## src/rtl/reg_file_if.sv

```systemverilog
// ---------------------------------------------------------------------------
// reg_file_if
// Bundles the register file's write-back and operand-fetch signals so the
// datapath and the register file connect through one port.
//
// Signals:
//   reg_write  write enable from control
//   wr         write register address (the selected destination field)
//   wd         write-back data
//   rr1, rr2   operand read addresses
//   rd1, rd2   operand read data
//   ready      high once the register file has finished clearing itself
//
// Modports:
//   master  datapath side: drives addresses/data, receives read data and ready
//   slave   register file side
// ---------------------------------------------------------------------------
interface reg_file_if #(
   parameter int DATA_W = 16,
   parameter int ADDR_W = 4
);

   logic              reg_write;
   logic [ADDR_W-1:0] wr;
   logic [DATA_W-1:0] wd;
   logic [ADDR_W-1:0] rr1;
   logic [ADDR_W-1:0] rr2;
   logic [DATA_W-1:0] rd1;
   logic [DATA_W-1:0] rd2;
   logic              ready;

   modport master (
      output reg_write,
      output wr,
      output wd,
      output rr1,
      output rr2,
      input  rd1,
      input  rd2,
      input  ready
   );

   modport slave (
      input  reg_write,
      input  wr,
      input  wd,
      input  rr1,
      input  rr2,
      output rd1,
      output rd2,
      output ready
   );

endinterface

```

## src/rtl/reg_file.sv

```systemverilog
// ---------------------------------------------------------------------------
// reg_file
// General register file: 2^ADDR_W registers of DATA_W bits, two combinational
// read ports for operand fetch and one synchronous write port for write-back.
// The storage is meant to map onto distributed RAM, which cannot be reset in
// bulk, so after reset a small FSM walks every entry and writes zero into it.
// Until that sweep completes, ready stays low, writes are dropped and both
// read ports return zero.
//
// Parameters:
//   DATA_W  register width
//   ADDR_W  register address width (depth = 2^ADDR_W)
//   BYPASS  1 = a read of the register being written this cycle returns the
//           write data; 0 = it returns the stored (old) value
//
// Ports:
//   clk    clock, all state changes on the rising edge
//   reset  synchronous, active-high; restarts the clearing sweep
//   bus    reg_file_if slave modport (reg_write, wr, wd, rr1, rr2 in;
//          rd1, rd2, ready out)
// ---------------------------------------------------------------------------
module reg_file #(
   parameter int DATA_W = 16,
   parameter int ADDR_W = 4,
   parameter int BYPASS = 1
) (
   input  logic       clk,
   input  logic       reset,
   reg_file_if.slave  bus
);

   localparam int DEPTH = 1 << ADDR_W;
   localparam logic [ADDR_W-1:0] PTR_LAST = '1;
   localparam bit BYP_EN = (BYPASS != 0);

   // INIT is the clearing sweep, RUN is normal operation.
   typedef enum logic {
      INIT = 1'b0,
      RUN  = 1'b1
   } state_t;

   state_t            state_q;
   state_t            state_d;
   logic [ADDR_W-1:0] ptr_q;
   logic [ADDR_W-1:0] ptr_d;

   // Single physical write port into the array, shared between the sweep
   // and normal write-back.
   logic              mem_we;
   logic [ADDR_W-1:0] mem_wa;
   logic [DATA_W-1:0] mem_wd;

   logic [DATA_W-1:0] mem [DEPTH];

   // State and sweep pointer. Reset always returns to the start of the
   // sweep, whether it arrives mid-sweep or during normal operation.
   always_ff @(posedge clk) begin
      if (reset) begin
         state_q <= INIT;
         ptr_q   <= '0;
      end else begin
         state_q <= state_d;
         ptr_q   <= ptr_d;
      end
   end

   // Next state and write-port selection. During the sweep the write port is
   // owned by the FSM, so any write-back request in that window is lost;
   // upstream stall logic is expected to wait for ready. Once the last entry
   // is cleared the pointer wraps to zero and is simply held in RUN.
   always_comb begin
      state_d = state_q;
      ptr_d   = ptr_q;
      mem_we  = 1'b0;
      mem_wa  = bus.wr;
      mem_wd  = bus.wd;
      case (state_q)
         INIT: begin
            mem_we = 1'b1;
            mem_wa = ptr_q;
            mem_wd = '0;
            ptr_d  = ptr_q + 1'b1;
            if (ptr_q == PTR_LAST) begin
               state_d = RUN;
            end
         end
         RUN: begin
            mem_we = bus.reg_write;
         end
         default: begin
            state_d = INIT;
         end
      endcase
   end

   // Storage array. It has no reset of its own; the reset edge itself writes
   // nothing, so a write coinciding with reset is discarded.
   always_ff @(posedge clk) begin
      if (!reset && mem_we) begin
         mem[mem_wa] <= mem_wd;
      end
   end

   // ready comes straight from the state register, so it has no
   // combinational path from any input.
   assign bus.ready = (state_q == RUN);

   // Read port 1. Forced to zero during the sweep because entries not yet
   // cleared still hold whatever the RAM powered up with.
   always_comb begin
      bus.rd1 = mem[bus.rr1];
      if (state_q != RUN) begin
         bus.rd1 = '0;
      end else if (BYP_EN && bus.reg_write && (bus.rr1 == bus.wr)) begin
         bus.rd1 = bus.wd;
      end
   end

   // Read port 2, identical rules to port 1 and independent of it.
   always_comb begin
      bus.rd2 = mem[bus.rr2];
      if (state_q != RUN) begin
         bus.rd2 = '0;
      end else if (BYP_EN && bus.reg_write && (bus.rr2 == bus.wr)) begin
         bus.rd2 = bus.wd;
      end
   end

endmodule
```

## src/flat_wrapper.sv

```systemverilog
// flat-port wrapper written by rule: the top's interface ports become plain ports
module reg_file_flat 
#(
   parameter int DATA_W = 16,
   parameter int ADDR_W = 4,
   parameter int BYPASS = 1
)
  (clk, reset, bus_reg_write, bus_wr, bus_wd, bus_rr1, bus_rr2, bus_rd1, bus_rd2, bus_ready);
  reg_file_if #(.DATA_W(DATA_W), .ADDR_W(ADDR_W)) bus_i ();
  input  logic clk;
  input  logic reset;
  input wire logic [$bits(bus_i.reg_write)-1:0] bus_reg_write;
  input wire logic [$bits(bus_i.wr)-1:0] bus_wr;
  input wire logic [$bits(bus_i.wd)-1:0] bus_wd;
  input wire logic [$bits(bus_i.rr1)-1:0] bus_rr1;
  input wire logic [$bits(bus_i.rr2)-1:0] bus_rr2;
  output wire logic [$bits(bus_i.rd1)-1:0] bus_rd1;
  output wire logic [$bits(bus_i.rd2)-1:0] bus_rd2;
  output wire logic [$bits(bus_i.ready)-1:0] bus_ready;
  assign bus_i.reg_write = bus_reg_write;
  assign bus_i.wr = bus_wr;
  assign bus_i.wd = bus_wd;
  assign bus_i.rr1 = bus_rr1;
  assign bus_i.rr2 = bus_rr2;
  assign bus_rd1 = bus_i.rd1;
  assign bus_rd2 = bus_i.rd2;
  assign bus_ready = bus_i.ready;
  reg_file #(.DATA_W(DATA_W), .ADDR_W(ADDR_W), .BYPASS(BYPASS)) u_core (.clk(clk), .reset(reset), .bus(bus_i));
endmodule
```

## config.mk

```make
export PLATFORM = sky130hd
export DESIGN_NAME = reg_file_flat
export DESIGN_NICKNAME = d
export VERILOG_FILES = /design/src/rtl/reg_file_if.sv /design/src/rtl/reg_file.sv /design/src/flat_wrapper.sv
export SDC_FILE = /design/constraint.sdc
export NUM_CORES = 1
export LEC_CHECK = 0
export ABC_CLOCK_PERIOD_IN_PS = 2800
export CAP_MARGIN = 0
export CORE_MARGIN = 1
export CORE_UTILIZATION = 40
export CTS_CLUSTER_DIAMETER = 80
export DETAILED_ROUTE_END_ITERATION = 12
export GPL_TIMING_DRIVEN = 0
export HOLD_SLACK_MARGIN = 0.15
export PLACE_DENSITY = 0.62
export SETUP_SLACK_MARGIN = 0.5
export SLEW_MARGIN = 5
export SYNTH_ARGS = -nofsm -noshare
export SYNTH_HDL_FRONTEND = slang
export SYNTH_SLANG_ARGS = --single-unit
```

## constraint.sdc

```tcl
create_clock -name clk -period 2.8 [get_ports clk]
set_clock_uncertainty 0.15 [all_clocks]
set_input_delay 0.42 -clock clk [delete_from_list [all_inputs] [get_ports clk]]
set_output_delay 0.42 -clock clk [all_outputs]
set_load 0.005 [all_outputs]
```

==> Word level (Yosys, flattened, before mapping) <==
Memories as Yosys holds them, arrays and structs flattened.
Cells that the tools add are included.
{ "totals": {"mem_count": 1, "inputBits": 31, "out_inout_bits": 33, "regBits": 5, "mem_bits_ro": 0, "latchBits": 0, "mem_bits_rw": 256, "wordCells": 23} }
{ "classes": {"n_div": 0, "n_eq_ne": 3, "n_mul": 0, "shifts": 0, "reduce_logical": 4, "muxes": 11, "n_addsub": 1, "n_lt_le_gt_ge": 0, "bitwise": 1} }
{ "memory_table": {"columns": ["memory", "depth", "width", "read_ports", "rd_clocked_by_memory_dff", "wr", "line_no", "source"], "rows": [
  ["u_core.mem", 16, 16, 2, 0, 1, "reg_file.sv:53", "logic [DATA_W-1:0] mem [DEPTH];"]
]} }
{ "op_table": {"columns": ["cell", "count"], "rows": [
  ["$mux 16", 5],
  ["$eq 4x4->1", 2],
  ["$add 4x1->4 const B", 1],
  ["$eq 4x4->1 const B", 1],
  ["$mux 1", 4],
  ["$mux 4", 1],
  ["$logic_and 1x1->1", 3],
  ["$pmux 1 s2", 1],
  ["$logic_not 1->1", 1],
  ["$not 1->1", 1]
]} }

==> Longest topological paths before layout <==
Gate-level depths: netlist (run 1).
{ "depth": {"depth_word": 5, "ltp_mapped": 6, "ltp_nobuf": 4} }

==> Worst setup path before layout (run 1) <==
Ideal clock, no wire load.
{ "synth_timing": {"path_kind": "register -> register", "from": "reg u_core.state_q, in the netlist u_core.bus.ready", "to": "mem u_core.mem[6][0] (enable)", "required_time_ps": 2262, "arrival_time_ps": 1858, "setup_ps": 388, "period_less_slack_ps": 2397, "setup_slack_ps": 403, "path_stages_with_launch": 6, "path_buffers": 1, "cell_sequence": "dfxtp_1 -> clkbuf_1 -> mux2i_1 -> nor2b_1 -> nand2_1 -> nor2_1"} }
{ "synth_between": {"elab_chain_len": 5, "word_cells_on_any_way": 6, "classes_between": "4 x mux; 1 x bitwise; 1 x reduce/logical"} }
{ "synth_lines": {"columns": ["item", "line_no", "source"], "rows": [
  ["from (decl)", "reg_file.sv:42", "state_t state_q;"],
  ["from (signal assigned)", "reg_file.sv:62", "state_q <= state_d;"],
  ["$not 1->1", null, null],
  ["$pmux 1 s2", "reg_file.sv:77", "case (state_q)"],
  ["$logic_and 1x1->1", "reg_file.sv:99", "if (!reset && mem_we) begin"],
  ["$mux 1", "reg_file.sv:99", null],
  ["$mux 1 (implied by the code)", "reg_file.sv:100", "mem[mem_wa] <= mem_wd;"],
  ["to (decl)", "reg_file.sv:53", null]
]} }
Parallel ways exist; a longest one is shown, timed or not.

==> impl_metrics.prom, run 1 <==
# TYPE chip_impl_metric gauge
chip_impl_metric{name="grt_antenna_before_repair",unit=""} 0
chip_impl_metric{name="diodes",unit=""} 0
chip_impl_metric{name="floorplan.io_pins",unit=""} 64
chip_impl_metric{name="numCtsBuffers",unit=""} 26
chip_impl_metric{name="timing_worst_slew_pin_value",unit="ns"} 0.9506
chip_impl_metric{name="critical_path_arrival",unit="ns"} 2.10
chip_impl_metric{name="floorplan.die.width",unit="µm"} 178.1
chip_impl_metric{name="synthDominantCellAreaShare",unit=""} 0.6198
chip_impl_metric{name="layout-drive-gt1-share",unit=""} 0.4586
chip_impl_metric{name="placed_cells_incl_taps",unit=""} 1143
chip_impl_metric{name="tns",unit="ns"} 0
chip_impl_metric{name="netlist_instances",unit=""} 671
chip_impl_info{name="critical_path.slowest_cell",value="mux4_2"} 1
chip_impl_metric{name="pin_count_of_the_biggest_net_entering_global_routing",unit=""} 17
chip_impl_info{name="cts_root_buf",value="clkbuf_16"} 1
chip_impl_info{name="synth.cells.most_frequent",value="256 x edfxtp_1, 127 x mux4_2, 64 x a22o_1"} 1
chip_impl_metric{name="max-clock-path-buffers",unit=""} 3
chip_impl_metric{name="nNetsFinal",unit=""} 835
chip_impl_metric{name="die_h",unit="µm"} 178.1
chip_impl_metric{name="first_global_vias",unit=""} 7941
chip_impl_metric{name="num_vias",unit=""} 7615
chip_impl_metric{name="post-route-period-util",unit=""} 0.9532
chip_impl_metric{name="critical_path.max_fanout",unit=""} 2
chip_impl_info{name="status",value="completed"} 1
chip_impl_metric{name="viasPerCell",unit=""} 6.252
chip_impl_metric{name="design_power_total",unit="mW"} 8.598
chip_impl_metric{name="crit_required",unit="ns"} 2.23
chip_impl_metric{name="net_count_of_the_mapped_netlist",unit=""} 703
chip_impl_metric{name="insertion_delay",unit="ns"} 0.54
chip_impl_metric{name="drv_slew",unit=""} 0
chip_impl_metric{name="io_buffers",unit=""} 61
chip_impl_metric{name="synth_seq_area_share",unit=""} 0.6279
chip_impl_metric{name="area_delta_synth_final",unit="%"} 24.70
chip_impl_metric{name="finalHoldWorstSlack",unit="ns"} 0.3527
chip_impl_metric{name="synth_seq_cells",unit=""} 261
chip_impl_metric{name="cts_htree_levels",unit=""} 1
chip_impl_info{name="rsz0062_at_grt",value="true"} 1
chip_impl_metric{name="drc_errors",unit=""} 0
chip_impl_metric{name="cts.reportedPaths.clkPinSlew",unit="ns"} 0.07
chip_impl_metric{name="synthArstFlopShare",unit=""} 0
chip_impl_metric{name="finalSetupViolations",unit=""} 0
chip_impl_metric{name="critical_path.max_stage_delay",unit="ns"} 0.50
chip_impl_metric{name="postRouteAntennaNets",unit=""} 0
chip_impl_info{name="synth.largest_area_cell",value="edfxtp_1"} 1
chip_impl_info{name="cts_tree",value="built"} 1
chip_impl_metric{name="grt_pass1_wl",unit="µm"} 50870
chip_impl_metric{name="detailed_place_hpwl",unit="µm"} 24360
chip_impl_metric{name="rows",unit=""} 64
chip_impl_metric{name="slew_headroom",unit=""} 0.3662
chip_impl_metric{name="fp.coreArea",unit="µm²"} 30510
chip_impl_metric{name="fill_cell_total_of_the_finished_layout",unit=""} 2409
chip_impl_metric{name="globalRouteOverflowTotal",unit=""} 0
chip_impl_metric{name="tmin_final",unit="ns"} 2.669
chip_impl_metric{name="post_cts_hold_buffer_count",unit=""} 0
chip_impl_info{name="synthFlopType",value="edfxtp_1"} 1
chip_impl_metric{name="first_iter_violations",unit=""} 809
chip_impl_info{name="timing_worst_setup_path_type",value="reg -> out"} 1
chip_impl_metric{name="post_synth_edffs",unit=""} 256
chip_impl_metric{name="max_freq",unit="MHz"} 374.7
chip_impl_info{name="critPathLaunchType",value="register"} 1
chip_impl_info{name="yosys.cell_count.top_type",value="edfxtp_1"} 1
chip_impl_metric{name="yosysWarningCount",unit=""} 0
chip_impl_metric{name="drv_cap",unit=""} 0
chip_impl_info{name="post_synth_main_area_contributors",value="edfxtp_1 62%, mux4_2 23%, a22o_1 4.5%"} 1
chip_impl_metric{name="power.static_leakage",unit="nW"} 5.420
chip_impl_metric{name="finalWeightedCongestion",unit=""} 0.9774
chip_impl_info{name="critical_path.endpoint_type",value="output port"} 1
chip_impl_metric{name="drt-pass1-iter-count",unit=""} 5
chip_impl_metric{name="die_area",unit="µm²"} 31720
chip_impl_metric{name="final_hold_viol_count",unit=""} 0
chip_impl_info{name="class_of_the_tightest_hold_or_removal_check",value="reg -> reg"} 1
chip_impl_metric{name="post_drt_wl_per_cell",unit="µm"} 28.94
chip_impl_metric{name="starting_density_of_the_core",unit=""} 0.4065
chip_impl_metric{name="clock_sinks",unit=""} 261
chip_impl_metric{name="power.ir.vdd_worst",unit="mV"} 0.3229
chip_impl_metric{name="finalWirelength",unit="µm"} 35250
chip_impl_info{name="critical_path.cell_chain",value="mux4_2, a22o_4, nor2_4, o22ai_2, buf_2"} 1
chip_impl_metric{name="power_density_of_the_placed_cells",unit="nW/µm²"} 555.9
chip_impl_metric{name="all_layer_gr_usage",unit=""} 0.2250
chip_impl_metric{name="syn-mean-instance-area",unit="µm²"} 18.48
chip_impl_metric{name="fin_cells",unit=""} 1218
chip_impl_metric{name="post_synth_num_cell_types",unit=""} 32
chip_impl_metric{name="syn_area",unit="µm²"} 12400
-- through the flow --
| step | worst slack [ns] | instance area [µm²] | util |
|---|---|---|---|
| 2_1_floorplan | 0.4032 | 12410 | - |
| 3_3_place_gp | -1.103 | 13510 | 0.4429 |
| 3_5_place_dp | -1.124 | 13770 | 0.4515 |
| 4_1_cts | 0.1319 | 15100 | 0.4950 |
| 5_1_grt | 0.09762 | 15470 | 0.5070 |
| 6_report | 0.1311 | 15470 | 0.5070 |
-- per-layer routing --
layer	share of wire	vias to the layer above	GRT usage
li1	-	3109	-
met1	0.37	3974	0.2846
met2	0.51	435	0.3872
met3	0.075	97	0.03176
met4	0.043	0	0.09509
met5	0	-	0
-- cell type report --
type / count / area [µm²] / area share
flip-flops and latches: 261 / 7787 / 0.5035
repair buffers: 104 / 1035 / 0.06690
clock inverters: 20 / 186.4 / 0.01205
inverters: 18 / 67.56 / 0.004368
clock buffers: 27 / 654.4 / 0.04231
multi-input cells: 343 / 4721 / 0.3052
plain buffers: 49 / 520.5 / 0.03365
well taps: 396 / 495.5 / 0.03203
-- logic make-up after synthesis --
group | Yosys count | share of synthesized area
xor gates and xnor gates | 11 | 0.007768
buffers and inverters | 67 | 0.03036
AOI/OAI and AO/OA | 105 | 0.06668
and+or+nand+nor | 96 | 0.03198
DFF | 261 | 0.6279
adders and majority gates | 1 | 0.001009
muxes | 130 | 0.2343
-- timing repair --
item                                    in CTS  in global routing
gates resized for setup                    283                 29
buffers inserted                             9                 16
gates cloned                                 3                  0
pin swaps                                   91                 34
endpoints found under the setup margin     284                206
-- flip-flops by register name (all words and copies together), names as in the netlist --
| signal | flops |
|---|---|
| u_core.bus.ready | 1 |
| u_core.mem | 256 |
| u_core.ptr_q | 4 |
-- layout by cell type (no fill, tap or decap), types with 8 or more instances in the layout --
master and instances:
nand2_1 19, a22o_1 55, clkdlybuf4s50_1 19, nor2_1 20, edfxtp_1 256, buf_2 37
nor2_2 13, inv_1 17, o22ai_2 18, buf_4 20, nor2_4 24, clkinv_2 9
buf_12 12, buf_6 20, o22ai_1 12, xor2_1 8, mux4_2 127, buf_8 20
a22o_4 9, clkbuf_16 26
-- power breakdown --
| group | internal, mW | total [mW] | switching (mW) |
|---|---|---|---|
| Combinational | 0.402 | 0.824 | 0.422 |
| Sequential | 4.28 | 4.31 | 0.0256 |
| Clock | 1.97 | 3.47 | 1.49 |
-- worst max-delay path, delay by kind of cell (launching register included) --
family,cells,cell delay [ns]
muxes,1,0.50
buffers and inverters,1,0.15
and+or+nand+nor,1,0.13
AOI/OAI and AO/OA,2,0.40
DFF,1,0.38
-- final timing paths --
kind,start,to,slack (ns),depth (start not counted)
max,u_core.mem[13][4],bus_rd2[4],0.13,5
min,u_core.ptr_q[3],u_core.bus.ready,0.35,2
max reg2reg,u_core.bus.ready,u_core.mem[10][10],0.58,6
min reg2reg,u_core.ptr_q[3],u_core.bus.ready,0.35,2
No activity file was read; power rests on OpenSTA's default activity.
==> inputs of run 2 (changes only) <==
--- a/config.mk
+++ b/config.mk
@@ -14,7 +14,7 @@
 export GPL_TIMING_DRIVEN = 0
 export HOLD_SLACK_MARGIN = 0.15
 export PLACE_DENSITY = 0.62
-export SETUP_SLACK_MARGIN = 0.5
+export SETUP_SLACK_MARGIN = 0.1
 export SLEW_MARGIN = 5
 export SYNTH_ARGS = -nofsm -noshare
 export SYNTH_HDL_FRONTEND = slang
==> constraint.sdc (replaced) <==
create_clock -name clk -period 2.8 [get_ports clk]
set_clock_uncertainty 0.15 [all_clocks]
set_input_delay 0.56 -clock clk [delete_from_list [all_inputs] [get_ports clk]]
set_output_delay 0.56 -clock clk [all_outputs]
set_load 0.005 [all_outputs]
==> run 2 against run 1 <==
Net effect: the run now ends with negative setup slack left; worst setup slack lost 0.16 ns; non-clock buffer count grew 48; wire length is 6.1% higher; first-iteration DRC count is 4.0% lower; sequential cell count unchanged; total power is 4.3% higher; register-to-register slack worse by 0.28 ns; critical endpoint is now bus_rd2[13]; largest cell class unchanged; largest power group unchanged.
==> impl_metrics.prom, run 2 (synthesis gave the netlist of run 1 again) <==
# TYPE chip_impl_metric gauge
chip_impl_info{name="status",value="finished, violations left"} 1
chip_impl_info{name="violations_in_the_final_reports",value="negative setup slack"} 1
chip_impl_metric{name="layout_setup_ws",unit="ns"} -0.03269
chip_impl_info{name="critical_path.cell_chain",value="buf_16, buf_12, buf_8, mux4_2, a22o_1, nor2_2, o22ai_1, buf_2"} 1
chip_impl_metric{name="drt-pass1-iter-count",unit=""} 5
chip_impl_metric{name="tmin_final",unit="ns"} 2.833
chip_impl_metric{name="detailed_place_hpwl",unit="µm"} 24490
chip_impl_metric{name="post_drt_wl_per_cell",unit="µm"} 29.50
chip_impl_metric{name="register_area",unit="µm²"} 7787
chip_impl_metric{name="max_freq",unit="MHz"} 353.0
chip_impl_metric{name="power.static_leakage",unit="nW"} 5.847
chip_impl_metric{name="placed_cell_area",unit="µm²"} 13820
chip_impl_info{name="timing_worst_setup_path_type",value="in -> out"} 1
chip_impl_metric{name="finalWeightedCongestion",unit=""} 0.9294
chip_impl_metric{name="finalSetupViolations",unit=""} 4
chip_impl_metric{name="grt_pass1_wl",unit="µm"} 54380
chip_impl_metric{name="slew_headroom",unit=""} 0.5527
chip_impl_metric{name="drv_cap",unit=""} 0
chip_impl_metric{name="diodes",unit=""} 0
chip_impl_metric{name="finish.instance_area",unit="µm²"} 16320
chip_impl_info{name="mostFrequentLayoutCells",value="256 x edfxtp_1, 128 x mux4_2, 54 x buf_4, 53 x a22o_1, 36 x buf_2"} 1
chip_impl_info{name="rsz0062_at_grt",value="true"} 1
chip_impl_metric{name="grt_antenna_before_repair",unit=""} 0
chip_impl_metric{name="floorplan.io_pins",unit=""} 64
chip_impl_metric{name="critical_path.max_fanout",unit=""} 8
chip_impl_metric{name="io_buffers",unit=""} 61
chip_impl_metric{name="numCtsBuffers",unit=""} 27
chip_impl_metric{name="area_delta_synth_final",unit="%"} 31.57
chip_impl_metric{name="finalCoreUtilization",unit=""} 0.5349
chip_impl_info{name="cts_root_buf",value="clkbuf_16"} 1
chip_impl_metric{name="starting_density_of_the_core",unit=""} 0.4065
chip_impl_metric{name="all_layer_gr_usage",unit=""} 0.2406
chip_impl_info{name="max_flop_register",value="u_core.mem"} 1
chip_impl_metric{name="rows",unit=""} 64
chip_impl_metric{name="largest_register_ffs",unit=""} 256
chip_impl_metric{name="clock_sinks",unit=""} 261
chip_impl_metric{name="pin_count_of_the_biggest_net_entering_global_routing",unit=""} 17
chip_impl_metric{name="critical_path_arrival",unit="ns"} 2.12
chip_impl_metric{name="nNetsFinal",unit=""} 884
chip_impl_info{name="critical_path.endpoint_type",value="output port"} 1
chip_impl_metric{name="cts_htree_levels",unit=""} 1
chip_impl_metric{name="fill_cell_total_of_the_finished_layout",unit=""} 2277
chip_impl_info{name="class_of_the_tightest_hold_or_removal_check",value="reg -> reg"} 1
chip_impl_metric{name="postRouteAntennaNets",unit=""} 0
chip_impl_metric{name="first_global_vias",unit=""} 8394
chip_impl_info{name="final_common_cell",value="edfxtp_1"} 1
chip_impl_metric{name="design_power_total",unit="mW"} 8.966
chip_impl_metric{name="critical_path.max_stage_delay",unit="ns"} 0.48
chip_impl_metric{name="power_density_of_the_placed_cells",unit="nW/µm²"} 549.4
chip_impl_metric{name="post_cts_hold_buffer_count",unit=""} 0
chip_impl_metric{name="crit_required",unit="ns"} 2.09
chip_impl_metric{name="num_vias",unit=""} 7896
chip_impl_metric{name="drc_errors",unit=""} 0
chip_impl_metric{name="floorplan.die.width",unit="µm"} 178.1
chip_impl_metric{name="fp.coreArea",unit="µm²"} 30510
chip_impl_metric{name="final_hold_viol_count",unit=""} 0
chip_impl_metric{name="viasPerCell",unit=""} 6.227
chip_impl_metric{name="insertion_delay",unit="ns"} 0.54
chip_impl_metric{name="max-clock-path-buffers",unit=""} 3
chip_impl_metric{name="die_area",unit="µm²"} 31720
chip_impl_metric{name="layout-drive-gt1-share",unit=""} 0.4966
chip_impl_metric{name="first_iter_violations",unit=""} 777
chip_impl_metric{name="fin_cells",unit=""} 1268
chip_impl_info{name="critPathLaunchType",value="input port"} 1
chip_impl_info{name="critical_path.slowest_cell",value="mux4_2"} 1
chip_impl_metric{name="die_h",unit="µm"} 178.1
chip_impl_metric{name="drv_slew",unit=""} 0
chip_impl_metric{name="worst_slack_at_placement",unit="ns"} -1.361
chip_impl_metric{name="post-route-period-util",unit=""} 1.012
chip_impl_metric{name="cts.reportedPaths.clkPinSlew",unit="ns"} 0.06
chip_impl_metric{name="finalWirelength",unit="µm"} 37410
chip_impl_info{name="cts_tree",value="built"} 1
chip_impl_metric{name="placed_cells_incl_taps",unit=""} 1144
chip_impl_metric{name="timing_worst_slew_pin_value",unit="ns"} 0.6679
chip_impl_metric{name="power.ir.vdd_worst",unit="mV"} 0.3513
chip_impl_metric{name="globalRouteOverflowTotal",unit=""} 0
chip_impl_metric{name="footprint_of_the_multi_input_gates",unit="µm²"} 4698
## run 2: cell type report
| cell class | count | share of cell area |
|---|---|---|
| inverter | 18 | 0.004140 |
| clock inverter | 15 | 0.01058 |
| sequential | 261 | 0.4772 |
| timing repair buffer | 152 | 0.09867 |
| tap | 396 | 0.03036 |
| buffer | 49 | 0.04631 |
| multi-input combinational | 343 | 0.2879 |
| clock buffer | 34 | 0.04485 |
## run 2: through the flow
stage	TNS (ns)	hold WS [ns]
4_1_cts	-0.04625	0.3682
2_1_floorplan	0	0.3157
3_3_place_gp	-216.59	0.3508
3_5_place_dp	-39.56	0.3553
5_1_grt	-0.4818	0.3896
6_report	-0.07958	0.3821
## run 2: routing by layer
layer | part of all wire | vias up | wire, µm | global-route usage
met4 | 0.040 | 0 | 1504 | 0.09615
met5 | 0 | - | 0 | 0
li1 | - | 3223 | - | -
met3 | 0.060 | 92 | 2237 | 0.02835
met2 | 0.52 | 387 | 19580 | 0.4173
met1 | 0.38 | 4194 | 14080 | 0.3074
## run 2: final timing paths
kind	startpoint	end	slack [ns]	cells after the start
worst min-delay path	u_core.ptr_q[2]	u_core.bus.ready	0.38	2
worst max-delay path	bus_rr2[0]	bus_rd2[13]	-0.03	8
worst max register to register	u_core.bus.ready	u_core.mem[6][14]	0.30	6
worst min register to register	u_core.ptr_q[2]	u_core.bus.ready	0.38	2
## run 2: power by group
part	switching (mW)	internal [mW]
clock network	1.53	2.14
registers	0.0263	4.28
logic	0.457	0.533
total	2.02	6.95
## run 2: critical path, delay by kind of cell
kind            cells  cell delay, ns
buf+inv             4            0.54
compound gates      2            0.39
mux                 1            0.48
simple gates        1            0.14
## run 2: repair_timing
action                                  4_1_cts  5_1_grt
pin swaps                                    97       36
gates cloned                                  8        0
endpoints found under the setup margin       58       32
setup buffers                                56       11
resized for setup                           364       31
endpoints found under the hold margin         0        0
==> inputs of run 3 (changes only) <==
--- a/config.mk
+++ b/config.mk
@@ -13,6 +13,7 @@
 export DETAILED_ROUTE_END_ITERATION = 12
 export GPL_TIMING_DRIVEN = 0
 export HOLD_SLACK_MARGIN = 0.15
+export MAX_ROUTING_LAYER = met4
 export PLACE_DENSITY = 0.62
 export SETUP_SLACK_MARGIN = 0.1
 export SLEW_MARGIN = 5
==> run 3 against run 2 <==
Net effect: the flow still finishes with violations (negative setup slack); total power down 3.3%; global-route usage up 1.2 points; sequential cell count unchanged; non-clock buffer count down 10; combinational power about the same; final cell count down 0.87%; critical path type is now reg -> out.
==> impl_metrics.prom, run 3 (synthesis gave the netlist of run 1 again) <==
# TYPE chip_impl_metric gauge
chip_impl_metric{name="placed_cell_area",unit="µm²"} 13840
chip_impl_metric{name="fp.coreArea",unit="µm²"} 30510
chip_impl_metric{name="diodes",unit=""} 0
chip_impl_metric{name="max-clock-path-buffers",unit=""} 3
chip_impl_info{name="cts_tree",value="built"} 1
chip_impl_metric{name="sequentialPowerShare",unit=""} 0.497
chip_impl_metric{name="drv_cap",unit=""} 0
chip_impl_metric{name="critical_path_depth",unit=""} 6
chip_impl_metric{name="clockPowerShare",unit=""} 0.388
chip_impl_metric{name="all_layer_gr_usage",unit=""} 0.2522
chip_impl_info{name="class_of_the_tightest_hold_or_removal_check",value="reg -> reg"} 1
chip_impl_metric{name="grt_pass1_wl",unit="µm"} 55120
chip_impl_metric{name="clock_sinks",unit=""} 261
chip_impl_metric{name="tmin_final",unit="ns"} 2.891
chip_impl_metric{name="timing_worst_slew_pin_value",unit="ns"} 0.8022
chip_impl_info{name="critical_path.slowest_cell",value="mux4_2"} 1
chip_impl_metric{name="floorplan.die.width",unit="µm"} 178.1
chip_impl_info{name="worst_setup_path_startpoint",value="u_core.mem[13][9]"} 1
chip_impl_metric{name="bufs_and_invs_on_worst_path",unit=""} 2
chip_impl_metric{name="insertion_delay",unit="ns"} 0.53
chip_impl_metric{name="starting_density_of_the_core",unit=""} 0.4065
chip_impl_metric{name="globalRouteOverflowTotal",unit=""} 0
chip_impl_metric{name="pin_count_of_the_biggest_net_entering_global_routing",unit=""} 17
chip_impl_metric{name="critical_path.max_fanout",unit=""} 2
chip_impl_metric{name="power.share.combinational",unit=""} 0.115
chip_impl_metric{name="max_freq",unit="MHz"} 346.0
chip_impl_metric{name="viasPerCell",unit=""} 6.313
chip_impl_metric{name="power.ir.vdd_worst",unit="mV"} 0.3510
chip_impl_metric{name="rows",unit=""} 64
chip_impl_metric{name="nNetsFinal",unit=""} 873
chip_impl_metric{name="drv_slew",unit=""} 0
chip_impl_info{name="critical_path.cell_chain",value="buf_4, mux4_2, a22o_1, nor2_1, o22ai_2, buf_2"} 1
chip_impl_metric{name="layout_setup_ws",unit="ns"} -0.09053
chip_impl_info{name="timing_worst_setup_path_type",value="reg -> out"} 1
chip_impl_metric{name="power.static_leakage",unit="nW"} 5.812
chip_impl_metric{name="timing.reg2reg.setup_slack",unit="ns"} 0.18
chip_impl_metric{name="num_vias",unit=""} 7936
chip_impl_metric{name="slew_headroom",unit=""} 0.4652
chip_impl_metric{name="critical_path.max_stage_delay",unit="ns"} 0.46
chip_impl_info{name="rsz0062_at_grt",value="true"} 1
chip_impl_metric{name="finalSetupViolations",unit=""} 5
chip_impl_metric{name="layout-drive-gt1-share",unit=""} 0.4832
chip_impl_metric{name="post_cts_hold_buffer_count",unit=""} 0
chip_impl_metric{name="area_delta_synth_final",unit="%"} 30.89
chip_impl_metric{name="critical_path_arrival",unit="ns"} 2.18
chip_impl_metric{name="finish.instance_area",unit="µm²"} 16230
chip_impl_info{name="final_common_cell",value="edfxtp_1"} 1
chip_impl_metric{name="cts_htree_levels",unit=""} 1
chip_impl_metric{name="crit_required",unit="ns"} 2.09
chip_impl_metric{name="worstRegToRegCells",unit=""} 6
chip_impl_metric{name="drt-pass1-iter-count",unit=""} 5
chip_impl_metric{name="io_buffers",unit=""} 61
chip_impl_metric{name="detailed_place_hpwl",unit="µm"} 24560
chip_impl_metric{name="cts.reportedPaths.clkPinSlew",unit="ns"} 0.06
chip_impl_info{name="violations_in_the_final_reports",value="negative setup slack"} 1
chip_impl_metric{name="final_hold_viol_count",unit=""} 0
chip_impl_metric{name="numCtsBuffers",unit=""} 26
chip_impl_info{name="critical_path.reg2reg.endpoint",value="u_core.mem[6][15]"} 1
chip_impl_info{name="status",value="finished, violations left"} 1
chip_impl_info{name="critical_path.endpoint_type",value="output port"} 1
chip_impl_info{name="mostFrequentLayoutCells",value="256 x edfxtp_1, 127 x mux4_2, 50 x a22o_1, 40 x buf_4, 37 x buf_2"} 1
chip_impl_metric{name="tns",unit="ns"} -0.1414
chip_impl_metric{name="drc_errors",unit=""} 0
chip_impl_metric{name="post_drt_wl_per_cell",unit="µm"} 30.17
chip_impl_metric{name="power_density_of_the_placed_cells",unit="nW/µm²"} 533.9
chip_impl_info{name="critPathTopFamily",value="multiplexers"} 1
chip_impl_metric{name="first_global_vias",unit=""} 8375
chip_impl_metric{name="grt_antenna_before_repair",unit=""} 0
chip_impl_metric{name="largest_register_ffs",unit=""} 256
chip_impl_info{name="cp-endpoint",value="bus_rd2[9]"} 1
chip_impl_metric{name="post-route-period-util",unit=""} 1.032
chip_impl_metric{name="die_h",unit="µm"} 178.1
chip_impl_metric{name="floorplan.io_pins",unit=""} 64
chip_impl_metric{name="intPower",unit="mW"} 6.698
chip_impl_info{name="max_flop_register",value="u_core.mem"} 1
chip_impl_metric{name="postRouteAntennaNets",unit=""} 0
chip_impl_metric{name="first_iter_violations",unit=""} 941
chip_impl_metric{name="finalWirelength",unit="µm"} 37930
chip_impl_metric{name="power.switching",unit="mW"} 1.970
chip_impl_metric{name="die_area",unit="µm²"} 31720
chip_impl_metric{name="finalWeightedCongestion",unit=""} 0.8896
chip_impl_info{name="critPathLaunchType",value="register"} 1
chip_impl_info{name="cts_root_buf",value="clkbuf_16"} 1
chip_impl_metric{name="swShare",unit=""} 0.2272
chip_impl_info{name="worstReg2RegStart",value="u_core.bus.ready"} 1
chip_impl_metric{name="design_power_total",unit="mW"} 8.668
-- run 3: power groups by stage --
| stage | combinational [mW] | sequential (mW) | clock, mW |
|---|---|---|---|
| finish | 0.993 | 4.31 | 3.37 |
| global route | 1.03 | 4.31 | 3.53 |
| CTS | 0.934 | 4.30 | 3.39 |
| detailed placement | 0.707 | 4.39 | 0 |
| global placement | 0.666 | 4.38 | 0 |
| floorplan | 0.450 | 4.38 | 0 |
-- run 3: worst min-delay path by stage --
stage / start / end / slack [ns] / cells after the start
floorplan: u_core.ptr_q[3] / u_core.bus.ready / 0.32 / 2
global route: u_core.ptr_q[2] / u_core.bus.ready / 0.40 / 2
global placement: u_core.ptr_q[3] / u_core.bus.ready / 0.36 / 2
detailed placement: u_core.ptr_q[3] / u_core.bus.ready / 0.35 / 2
CTS: u_core.ptr_q[3] / u_core.bus.ready / 0.36 / 2
finish: u_core.ptr_q[2] / u_core.bus.ready / 0.38 / 2
-- run 3: repair_timing --
item / 4_1_cts / 5_1_grt
resized for setup: 369 / 43
setup buffers: 49 / 8
pin swaps: 101 / 30
endpoints found under the setup margin: 62 / 54
hold endpoints to repair: 0 / 0
gates cloned: 10 / 0
-- run 3: final cells by class --
cell class	instances	area [µm²]
multi-input combinational	343	4761
clock buffer	31	669.4
buffer	49	777.0
tap	396	495.5
fill	2284	14270
timing repair buffer	142	1535
clock inverter	17	141.4
sequential	261	7787
inverter	18	67.56
-- run 3: through the flow --
| step | worst slack, ns | hold slack, ns | utilization | instances |
|---|---|---|---|---|
| 2_1_floorplan | 0.3139 | 0.3157 | - | 671 |
| 3_3_place_gp | -1.409 | 0.3565 | 0.4428 | 1128 |
| 3_5_place_dp | -1.410 | 0.3462 | 0.4536 | 1144 |
| 4_1_cts | -0.03344 | 0.3643 | 0.5242 | 1250 |
| 5_1_grt | -0.1189 | 0.3978 | 0.5321 | 1257 |
| 6_report | -0.09053 | 0.3813 | 0.5321 | 1257 |
-- run 3: tightest hold or removal path: stages (launching register included) --
cell and delay [ns]:
dfxtp_1 0.33, nand3_1 0.09, a21oi_1 0.06
-- run 3: routing by layer --
layer  track usage  share of wire
met1        0.3105           0.36
met3       0.03879          0.080
met4        0.1168          0.047
met2        0.4110           0.51
met5             -              0
